### src/rtl/core_pkg.sv
// core_pkg: shared result-select and memory-stage FSM encodings.
package core_pkg;
  localparam logic [1:0] RES_ALU = 2'b00;
  localparam logic [1:0] RES_MEM = 2'b01;
  localparam logic [1:0] RES_PC4 = 2'b10;
  typedef enum logic [1:0] {MEM_IDLE, MEM_REQ, MEM_RESP} memState_t;
endpackage

### src/rtl/dmem_ctrl.sv
// dmem_ctrl: data-memory req/gnt/rvalid handshake, pipeline stall and load-data capture.
module dmem_ctrl import core_pkg::*; #(
  parameter int ADDR_W = 32,
  parameter int DATA_W = 32
) (
  input  logic              clk,
  input  logic              rst,
  input  logic              load,
  input  logic              store,
  input  logic [ADDR_W-1:0] addr,
  input  logic [DATA_W-1:0] wdata,
  output logic              dmem_req,
  output logic              dmem_we,
  output logic [ADDR_W-1:0] dmem_addr,
  output logic [DATA_W-1:0] dmem_wdata,
  input  logic              dmem_gnt,
  input  logic              dmem_rvalid,
  input  logic [DATA_W-1:0] dmem_rdata,
  output logic              stall,
  output logic [DATA_W-1:0] readData
);
  memState_t state, nextState;
  logic access, done, loadDone;
  always_ff @(posedge clk)
    state <= !rst ? MEM_IDLE : nextState;
  // Address/data come straight from the held EX/MEM register, so they stay stable in REQ.
  always_comb begin
    access = load | store;
    loadDone = (state == MEM_RESP) & dmem_rvalid;
    done = ((state != MEM_RESP) & store & dmem_gnt) | loadDone;
    dmem_req = (state == MEM_REQ) | ((state == MEM_IDLE) & access);
    dmem_we = store;
    dmem_addr = addr;
    dmem_wdata = wdata;
    stall = (state == MEM_IDLE) ? access & ~done : ~done;
    readData = loadDone ? dmem_rdata : '0;
    nextState = (state == MEM_IDLE) ? (access & ~dmem_gnt ? MEM_REQ :
                                       load & dmem_gnt ? MEM_RESP : MEM_IDLE) :
                (state == MEM_REQ)  ? (dmem_gnt ? (store ? MEM_IDLE : MEM_RESP) : MEM_REQ) :
                                      (dmem_rvalid ? MEM_IDLE : MEM_RESP);
  end
endmodule

### src/rtl/memory_cycle.sv
// memory_cycle: RV32 memory stage with MEM/WB register.
// MEM_MISALIGN_CHECK_EN suppresses misaligned accesses and flags them in MisalignW.
module memory_cycle import core_pkg::*; #(
  parameter int ADDR_W = 32,
  parameter int DATA_W = 32
) (
  input  logic              clk,
  input  logic              rst,
  input  logic              RegWriteM,
  input  logic              MemWriteM,
  input  logic [1:0]        ResultSrcM,
  input  logic [4:0]        RD_M,
  input  logic [ADDR_W-1:0] ALUResultM,
  input  logic [DATA_W-1:0] WriteDataM,
  input  logic [31:0]       PCPlus4M,
  output logic              dmem_req,
  output logic              dmem_we,
  output logic [ADDR_W-1:0] dmem_addr,
  output logic [DATA_W-1:0] dmem_wdata,
  input  logic              dmem_gnt,
  input  logic              dmem_rvalid,
  input  logic [DATA_W-1:0] dmem_rdata,
  output logic              StallM,
  output logic              RegWriteW,
  output logic [1:0]        ResultSrcW,
  output logic [4:0]        RD_W,
  output logic [DATA_W-1:0] ALUResultW,
  output logic [DATA_W-1:0] ReadDataW,
  output logic [31:0]       PCPlus4W,
  output logic              MisalignW
);
  logic load, store, misalign;
  logic [DATA_W-1:0] readData;
  assign load = (ResultSrcM == RES_MEM) & ~MemWriteM;
  assign store = MemWriteM;
`ifdef MEM_MISALIGN_CHECK_EN
  assign misalign = (load | store) & (|ALUResultM[1:0]);
`else
  assign misalign = 1'b0;
`endif
  dmem_ctrl #(.ADDR_W(ADDR_W), .DATA_W(DATA_W)) ctrl (
    .clk(clk),
    .rst(rst),
    .load(load & ~misalign),
    .store(store & ~misalign),
    .addr(ALUResultM),
    .wdata(WriteDataM),
    .dmem_req(dmem_req),
    .dmem_we(dmem_we),
    .dmem_addr(dmem_addr),
    .dmem_wdata(dmem_wdata),
    .dmem_gnt(dmem_gnt),
    .dmem_rvalid(dmem_rvalid),
    .dmem_rdata(dmem_rdata),
    .stall(StallM),
    .readData(readData)
  );
  // A stalled cycle hands writeback a bubble.
  always_ff @(posedge clk)
    if (!rst || StallM) begin
      RegWriteW <= 1'b0;
      ResultSrcW <= '0;
      RD_W <= '0;
      ALUResultW <= '0;
      ReadDataW <= '0;
      PCPlus4W <= '0;
      MisalignW <= 1'b0;
    end else begin
      RegWriteW <= RegWriteM & ~misalign;
      ResultSrcW <= ResultSrcM;
      RD_W <= RD_M;
      ALUResultW <= DATA_W'(ALUResultM);
      ReadDataW <= readData;
      PCPlus4W <= PCPlus4M;
      MisalignW <= misalign;
    end
endmodule
### config.mk
export PLATFORM = sky130hd
export DESIGN_NAME = memory_cycle
export DESIGN_NICKNAME = d
export VERILOG_FILES = /design/src/rtl/core_pkg.sv /design/src/rtl/dmem_ctrl.sv /design/src/rtl/memory_cycle.sv
export SDC_FILE = /design/constraint.sdc
export NUM_CORES = 1
export LEC_CHECK = 0
export CAP_MARGIN = 10
export CORE_MARGIN = 5
export CORE_UTILIZATION = 30
export CTS_BUF_LIST = sky130_fd_sc_hd__clkbuf_8 sky130_fd_sc_hd__clkbuf_16
export CTS_CLUSTER_SIZE = 20
export DETAILED_ROUTE_END_ITERATION = 8
export GPL_TIMING_DRIVEN = 0
export PLACE_DENSITY = 0.72
export RECOVER_POWER = 25
export SYNTH_ARGS = -nofsm -noshare
export SYNTH_HDL_FRONTEND = slang
export SYNTH_HIERARCHICAL = 1
export SYNTH_SLANG_ARGS = --single-unit
### constraint.sdc
create_clock -name clk -period 1.58 [get_ports clk]
set_clock_uncertainty 0.1 [all_clocks]
set_input_delay 0.237 -clock clk [delete_from_list [all_inputs] [get_ports clk]]
set_output_delay 0.237 -clock clk [all_outputs]
set_load 0.05 [all_outputs]
==> results of run 1 <==
[kinds of logic (layout without fill, tap and decap cells)]
logic type             Yosys count  in the layout
AND/OR/NAND/NOR                143            143
other                            1              1
buffers and inverters           92            409
AO/OA/AOI/OAI                    4              4
flip-flops                     106            106
multiplexers                     1              1
[worst max-delay path: cells and delay by family, from the launching register on]
family / cells / cell delay, ns
compound gates: 2 / 0.33
buf+inv: 1 / 0.15
flops: 1 / 0.38
simple gates: 1 / 0.22
[layout make-up]
| type | count | area (um^2) |
|---|---|---|
| clock buffer | 11 | 253 |
| sequential | 106 | 2130 |
| multi-input combinational | 149 | 1280 |
| clock inverter | 5 | 37.5 |
| inverter | 1 | 3.75 |
| tap | 176 | 220 |
| fill | 1145 | 5540 |
| buffer | 89 | 752 |
| timing repair buffer | 303 | 3080 |
[path summary, 6_finish.rpt]
kind	from	end	cells after the start	slack, ns
max reg2reg	ctrl/state[0]	ReadDataW[18]	7	-0.14
min	ResultSrcM[1]	ResultSrcW[1]	2	0.11
max	ctrl/state[0]	StallM	4	-0.18
min reg2reg	ctrl/state[1]	ctrl/state[0]	1	0.41
[registers in the layout, indices dropped and copies added (netlist names)]
name	count
ALUResultW	32
PCPlus4W	32
ReadDataW	32
RD_W	5
ResultSrcW	2
ctrl/state	2
RegWriteW	1
[power groups by stage]
stage                     logic, mW  registers (mW)  clock network [mW]
after global routing           2.18            2.82                2.35
after floorplan               0.762            3.27                   0
after global placement         1.90            2.88                   0
after detailed placement       1.91            2.88                   0
final                          2.08            2.81                2.17
after CTS                      2.16            2.81                2.23
[what timing repair did]
item | in CTS | in global routing
pin swaps | 2 | 2
buffers inserted | 13 | 5
resized for setup | 257 | 44
endpoints found under the setup margin | 243 | 127
cloned | 9 | 3
[routing by layer]
metal	up-vias	GRT usage
li1	1705	-
met1	1597	0.157
met2	200	0.303
met3	22	0.0723
met4	0	0.0599
met5	-	0
[cell usage in the layout, fill, tap and decap left out, drive strengths merged]
master,count
a21oi,1
a31oi,1
and2,32
and3b,105
buf,108
clkbuf,23
clkdlybuf4s15,51
clkdlybuf4s50,107
clkinv,2
clkinvlp,2
conb,1
dfxtp,106
dlygate4sd2,84
dlygate4sd3,30
inv,2
mux2i,1
nand3b,2
nor2,1
nor3,1
nor3b,1
nor4b,1
o21a,1
o21ai,1
[through the flow]
stage	setup WS, ns	hold WS [ns]	TNS [ns]	instances	cell area, um^2
global placement	-1.10	0.413	-78.17	802	7100
detailed placement	-1.15	0.432	-84.57	802	7100
global route	-0.228	0.105	-14.21	840	7750
floorplan	-0.0545	0.209	-3.27	347	4080
CTS	-0.230	0.164	-12.88	839	7790
finish	-0.183	0.108	-9.00	840	7750
[cells in the mapped netlist]
cell type | instances | share of area
and2_2 | 21 | 0.039
a21oi_1 | 1 | 0.0012
and3b_4 | 1 | 0.0031
conb_1 | 1 | 0.00092
a31oi_1 | 1 | 0.0015
and3b_1 | 104 | 0.22
and2_1 | 11 | 0.017
nand3b_1 | 2 | 0.0037
dfxtp_1 | 106 | 0.52
nor2_1 | 1 | 0.00092
o21ai_0 | 1 | 0.0012
nor3b_1 | 1 | 0.0018
buf_6 | 17 | 0.047
clkbuf_1 | 4 | 0.0037
mux2i_1 | 1 | 0.0025
buf_2 | 4 | 0.0049
nor3_1 | 1 | 0.0012
inv_1 | 1 | 0.00092
o21a_1 | 1 | 0.0018
buf_4 | 66 | 0.12
nor4b_1 | 1 | 0.0021
==> flow_summary.json, run 1 <==
{
  "arrival_ns": 1.43,
  "fmax_mhz": 567,
  "ant_nets": 0,
  "antenna_found_initial": 0,
  "rows": 42,
  "wl_met3_um": 1540,
  "yosys.area_share.simple": 0.292,
  "tightestPinTransition_ns": 0.623,
  "die_w_um": 127,
  "rsz0062_at_grt": "true",
  "ys_seq_area_frac": 0.521,
  "synth_fp_nets": 488,
  "setup_slack_ns": -0.183,
  "vdd_drop_max_v": 0.000504,
  "finalNetCount": 800,
  "status": "complete, but fails checks",
  "crit_required_ns": 1.24,
  "min_period_over_period": 1.12,
  "synth_mux_area_frac": 0.00246,
  "crit_type": "flop to output port",
  "start_util": 0.307,
  "setup_viol": 100,
  "worst_setup_path_start_kind": "flop",
  "grt_usage": 0.162,
  "clock_latency_ns": 0.34,
  "p_switching_mw": 2.14,
  "routed-wl-met2_um": 7210,
  "h-tree-depth": 3,
  "clk_pin_slew_ns": 0.07,
  "p_clk_frac": 0.307,
  "cts.path.max_buffers": 2,
  "path_cells": "and3b_4 > a31oi_4 > o21a_4 > buf_8",
  "netSwitchingFraction": 0.304,
  "cp-end-kind": "output port",
  "grt_pass1_wl_um": 20400,
  "wl_met1_um": 4510,
  "syn_inst": 347,
  "hold_viol": 0,
  "synth_fa_ha_area_frac": 0,
  "overflow": 0,
  "yosys_register_bits": 106,
  "synth_compound_area_frac": 0.00583,
  "critPathSlowestCell": "dfxtp_4",
  "first_pass_iters": 4,
  "hpwl_um": 10600,
  "slew_headroom": 0.586,
  "die_h_um": 127,
  "root_buffer": "clkbuf_16",
  "io_buffers": 279,
  "yosys.area_share.xor_xnor": 0,
  "drc": 0,
  "cts_buffers": 9,
  "drive_above_1_share": 0.291,
  "fin_util": 0.583,
  "io_pins": 313,
  "finalPower_mw": 7.05,
  "die-area_um2": 16000,
  "wl_per_cell_um": 16.1,
  "min_period_ns": 1.76,
  "drv_cap": 0,
  "leakagePower_nw": 3.99,
  "via_per_inst": 4.20,
  "top_layer": "met4",
  "gp_congestion": 0.827,
  "violations": "negative setup slack",
  "combPwrFrac": 0.294,
  "syn_to_final_growth_pct": 90.2,
  "routed_wl_um": 13500,
  "ys_types": 21,
  "synth_top_family_by_area": "simple AND/OR/NAND/NOR gates",
  "grt_max_degree": 18,
  "slowest_delay_ns": 0.38,
  "drv_slew": 0,
  "grt_pass1_vias": 3763,
  "tritoncts": "built",
  "hold_buffers": 0,
  "cts.sink_count": 106,
  "internal-power_mw": 4.91,
  "cp_max_fo": 4,
  "seq_power_share": 0.398,
  "yosysWarnings": 6,
  "core_um2": 13300,
  "syn_area_um2": 4080,
  "n_antenna_cell": 0,
  "syn_avg_cell_area_um2": 11.7,
  "drt-initial-drc-count": 65,
  "worstHoldPathType": "input port to flop",
  "vias": 3524,
  "cellPowerDensity_nw_per_um2": 910
}
Note: power is estimated with default switching activity, not from simulation.
==> run 2, diff against run 1 <==
--- a/config.mk
+++ b/config.mk
@@ -6,13 +6,13 @@
 export NUM_CORES = 1
 export LEC_CHECK = 0
 export CAP_MARGIN = 10
-export CORE_MARGIN = 5
-export CORE_UTILIZATION = 30
+export CORE_AREA = 5 5 119 121
 export CTS_BUF_LIST = sky130_fd_sc_hd__clkbuf_8 sky130_fd_sc_hd__clkbuf_16
 export CTS_CLUSTER_SIZE = 20
 export DETAILED_ROUTE_END_ITERATION = 8
+export DIE_AREA = 0 0 124 126
 export GPL_TIMING_DRIVEN = 0
-export PLACE_DENSITY = 0.72
+export PLACE_DENSITY = 0.77
 export RECOVER_POWER = 25
 export SYNTH_ARGS = -nofsm -noshare
 export SYNTH_HDL_FRONTEND = slang
==> constraint.sdc (replaced) <==
create_clock -name clk -period 2 [get_ports clk]
set_clock_uncertainty 0.1 [all_clocks]
set_input_delay 0.3 -clock clk [delete_from_list [all_inputs] [get_ports clk]]
set_output_delay 0.3 -clock clk [all_outputs]
set_load 0.05 [all_outputs]
==> run 2 against run 1 <==
  * The flow now finishes without violations
  * Design area shrank 4.7%
  * First-iteration DRC count grew 31%
  * Routed wire length shrank 2.1%
  * Via count shrank 2.5%
  * Clock power shrank 20%
  * Count of clock-buffer cells in the layout shrank 1
  * Sequential cell count is the same
==> flow_summary.json, run 2 (synthesis results as in run 1) <==
{
  "io_buffers": 279,
  "vdd_drop_max_v": 0.000381,
  "worst_setup_path_start_kind": "flop",
  "combPwrFrac": 0.271,
  "drive_above_1_share": 0.205,
  "tritoncts": "built",
  "slowest_delay_ns": 0.87,
  "setup_viol": 0,
  "worstHoldStart": "ResultSrcM[0]",
  "fin_util": 0.569,
  "startpoint": "ReadDataW[11]",
  "first_pass_iters": 4,
  "tightestPinTransition_ns": 0.595,
  "crit_type": "flop to output port",
  "start_util": 0.314,
  "leakagePower_nw": 3.48,
  "ant_nets": 0,
  "drv_cap": 0,
  "cp_max_fo": 1,
  "crit_required_ns": 1.60,
  "clk_pin_slew_ns": 0.06,
  "gp_congestion": 0.804,
  "nFillCells": 1096,
  "hold_viol": 0,
  "netSwitchingFraction": 0.294,
  "routed_wl_um": 13200,
  "wl_per_cell_um": 16.1,
  "min_period_ns": 1.92,
  "final_common_cell": "clkdlybuf4s50_1",
  "n_antenna_cell": 0,
  "drv_slew": 0,
  "grt_usage": 0.165,
  "drt-initial-drc-count": 85,
  "io_pins": 313,
  "via_per_inst": 4.19,
  "worstHoldPathType": "input port to flop",
  "hold_buffers": 0,
  "reg_top3": "ALUResultW: 32 flops, PCPlus4W: 32 flops, ReadDataW: 32 flops",
  "internal-power_mw": 3.83,
  "grt_pass1_vias": 3719,
  "status": "completed",
  "finalNetCount": 781,
  "crit_family": "buffers and inverters",
  "layout_common_cells": "clkdlybuf4s50_1, dfxtp_1, and3b_1",
  "cp-end-kind": "output port",
  "min_period_over_period": 0.960,
  "cts_buffers": 9,
  "timing.rr.start": "ctrl/state[0]",
  "setup_slack_ns": 0.0793,
  "h-tree-depth": 3,
  "syn_to_final_growth_pct": 81.3,
  "antenna_found_initial": 0,
  "arrival_ns": 1.52,
  "cellPowerDensity_nw_per_um2": 734,
  "core_um2": 13000,
  "seq_power_share": 0.410,
  "slew_headroom": 0.602,
  "p_clk_frac": 0.319,
  "rows": 42,
  "root_buffer": "clkbuf_16",
  "drc": 0,
  "die-area_um2": 15600,
  "hpwl_um": 11000,
  "die_h_um": 126,
  "finalSetupTns_ns": 0,
  "path_buf_inv": 1,
  "timing.hold.ws_ns": 0.154,
  "dp.cells": 802,
  "path_cells": "clkdlybuf4s50_1",
  "overflow": 0,
  "die_w_um": 124,
  "cts.sink_count": 106,
  "grt_max_degree": 17,
  "dp_slack_ns": -0.978,
  "rsz0062_at_grt": "false",
  "vias": 3436,
  "cts.path.max_buffers": 2,
  "fmax_mhz": 521,
  "clock_latency_ns": 0.34,
  "critPathSlowestCell": "clkdlybuf4s50_1",
  "p_switching_mw": 1.59,
  "final_cells": 820,
  "grt_pass1_wl_um": 19700,
  "regToRegSetupSlack_ns": 0.18
}
[run 2: changes by cell type in the layout (fill, tap and decap cells not counted), moves of 5 or more]
cell	previous run	this run
buf_12	6	0
buf_8	9	1
dlygate4sd2_1	84	32
clkdlybuf4s15_2	32	0
buf_6	22	17
clkdlybuf4s15_1	19	0
clkdlybuf4s50_1	107	202
dlygate4sd3_1	30	39
[run 2: layer usage]
metal | global-route usage | vias to the layer above | part of all wire
li1 | - | 1666 | -
met1 | 0.159 | 1533 | 0.34
met3 | 0.0744 | 28 | 0.13
met5 | 0 | - | 0
met2 | 0.292 | 209 | 0.49
met4 | 0.0883 | 0 | 0.036
[run 2: final timing paths]
kind,depth (start not counted),end
worst max register to register,7,ALUResultW[15]
worst min register to register,1,ctrl/state[0]
worst max-delay path,1,ReadDataW[11]
worst min-delay path,2,ResultSrcW[0]
[run 2: what timing repair did]
action / CTS / global route
gates resized for setup: 48 / 7
setup buffers: 0 / 3
setup endpoints to repair: 95 / 62
pin swaps: 0 / 3
endpoints found under the hold margin: 0 / 0
[run 2: power by group through the flow]
stage	sequential, mW	combinational [mW]	clock [mW]
5_1_grt	2.23	1.54	1.90
2_1_floorplan	2.58	0.598	0
4_1_cts	2.23	1.49	1.80
6_report	2.22	1.47	1.73
3_3_place_gp	2.27	1.50	0
3_5_place_dp	2.27	1.51	0
[run 2: through the flow]
| stage | area, um^2 | power [mW] |
|---|---|---|
| final | 7390 | 5.43 |
| after global routing | 7390 | 5.68 |
| after CTS | 7350 | 5.52 |
| after detailed placement | 7090 | 3.79 |
| after global placement | 7090 | 3.77 |
| after floorplan | 4080 | 3.18 |
[run 2: area by class of cell]
class                      count  area (um^2)  area share
timing repair buffer         282         2780       0.377
sequential                   106         2120       0.287
multi-input combinational    149         1240       0.168
buffer                        91          721      0.0975
clock buffer                  10          239      0.0323
tap                          176          220      0.0298
clock inverter                 5         55.1     0.00745
inverter                       1         3.75    0.000508
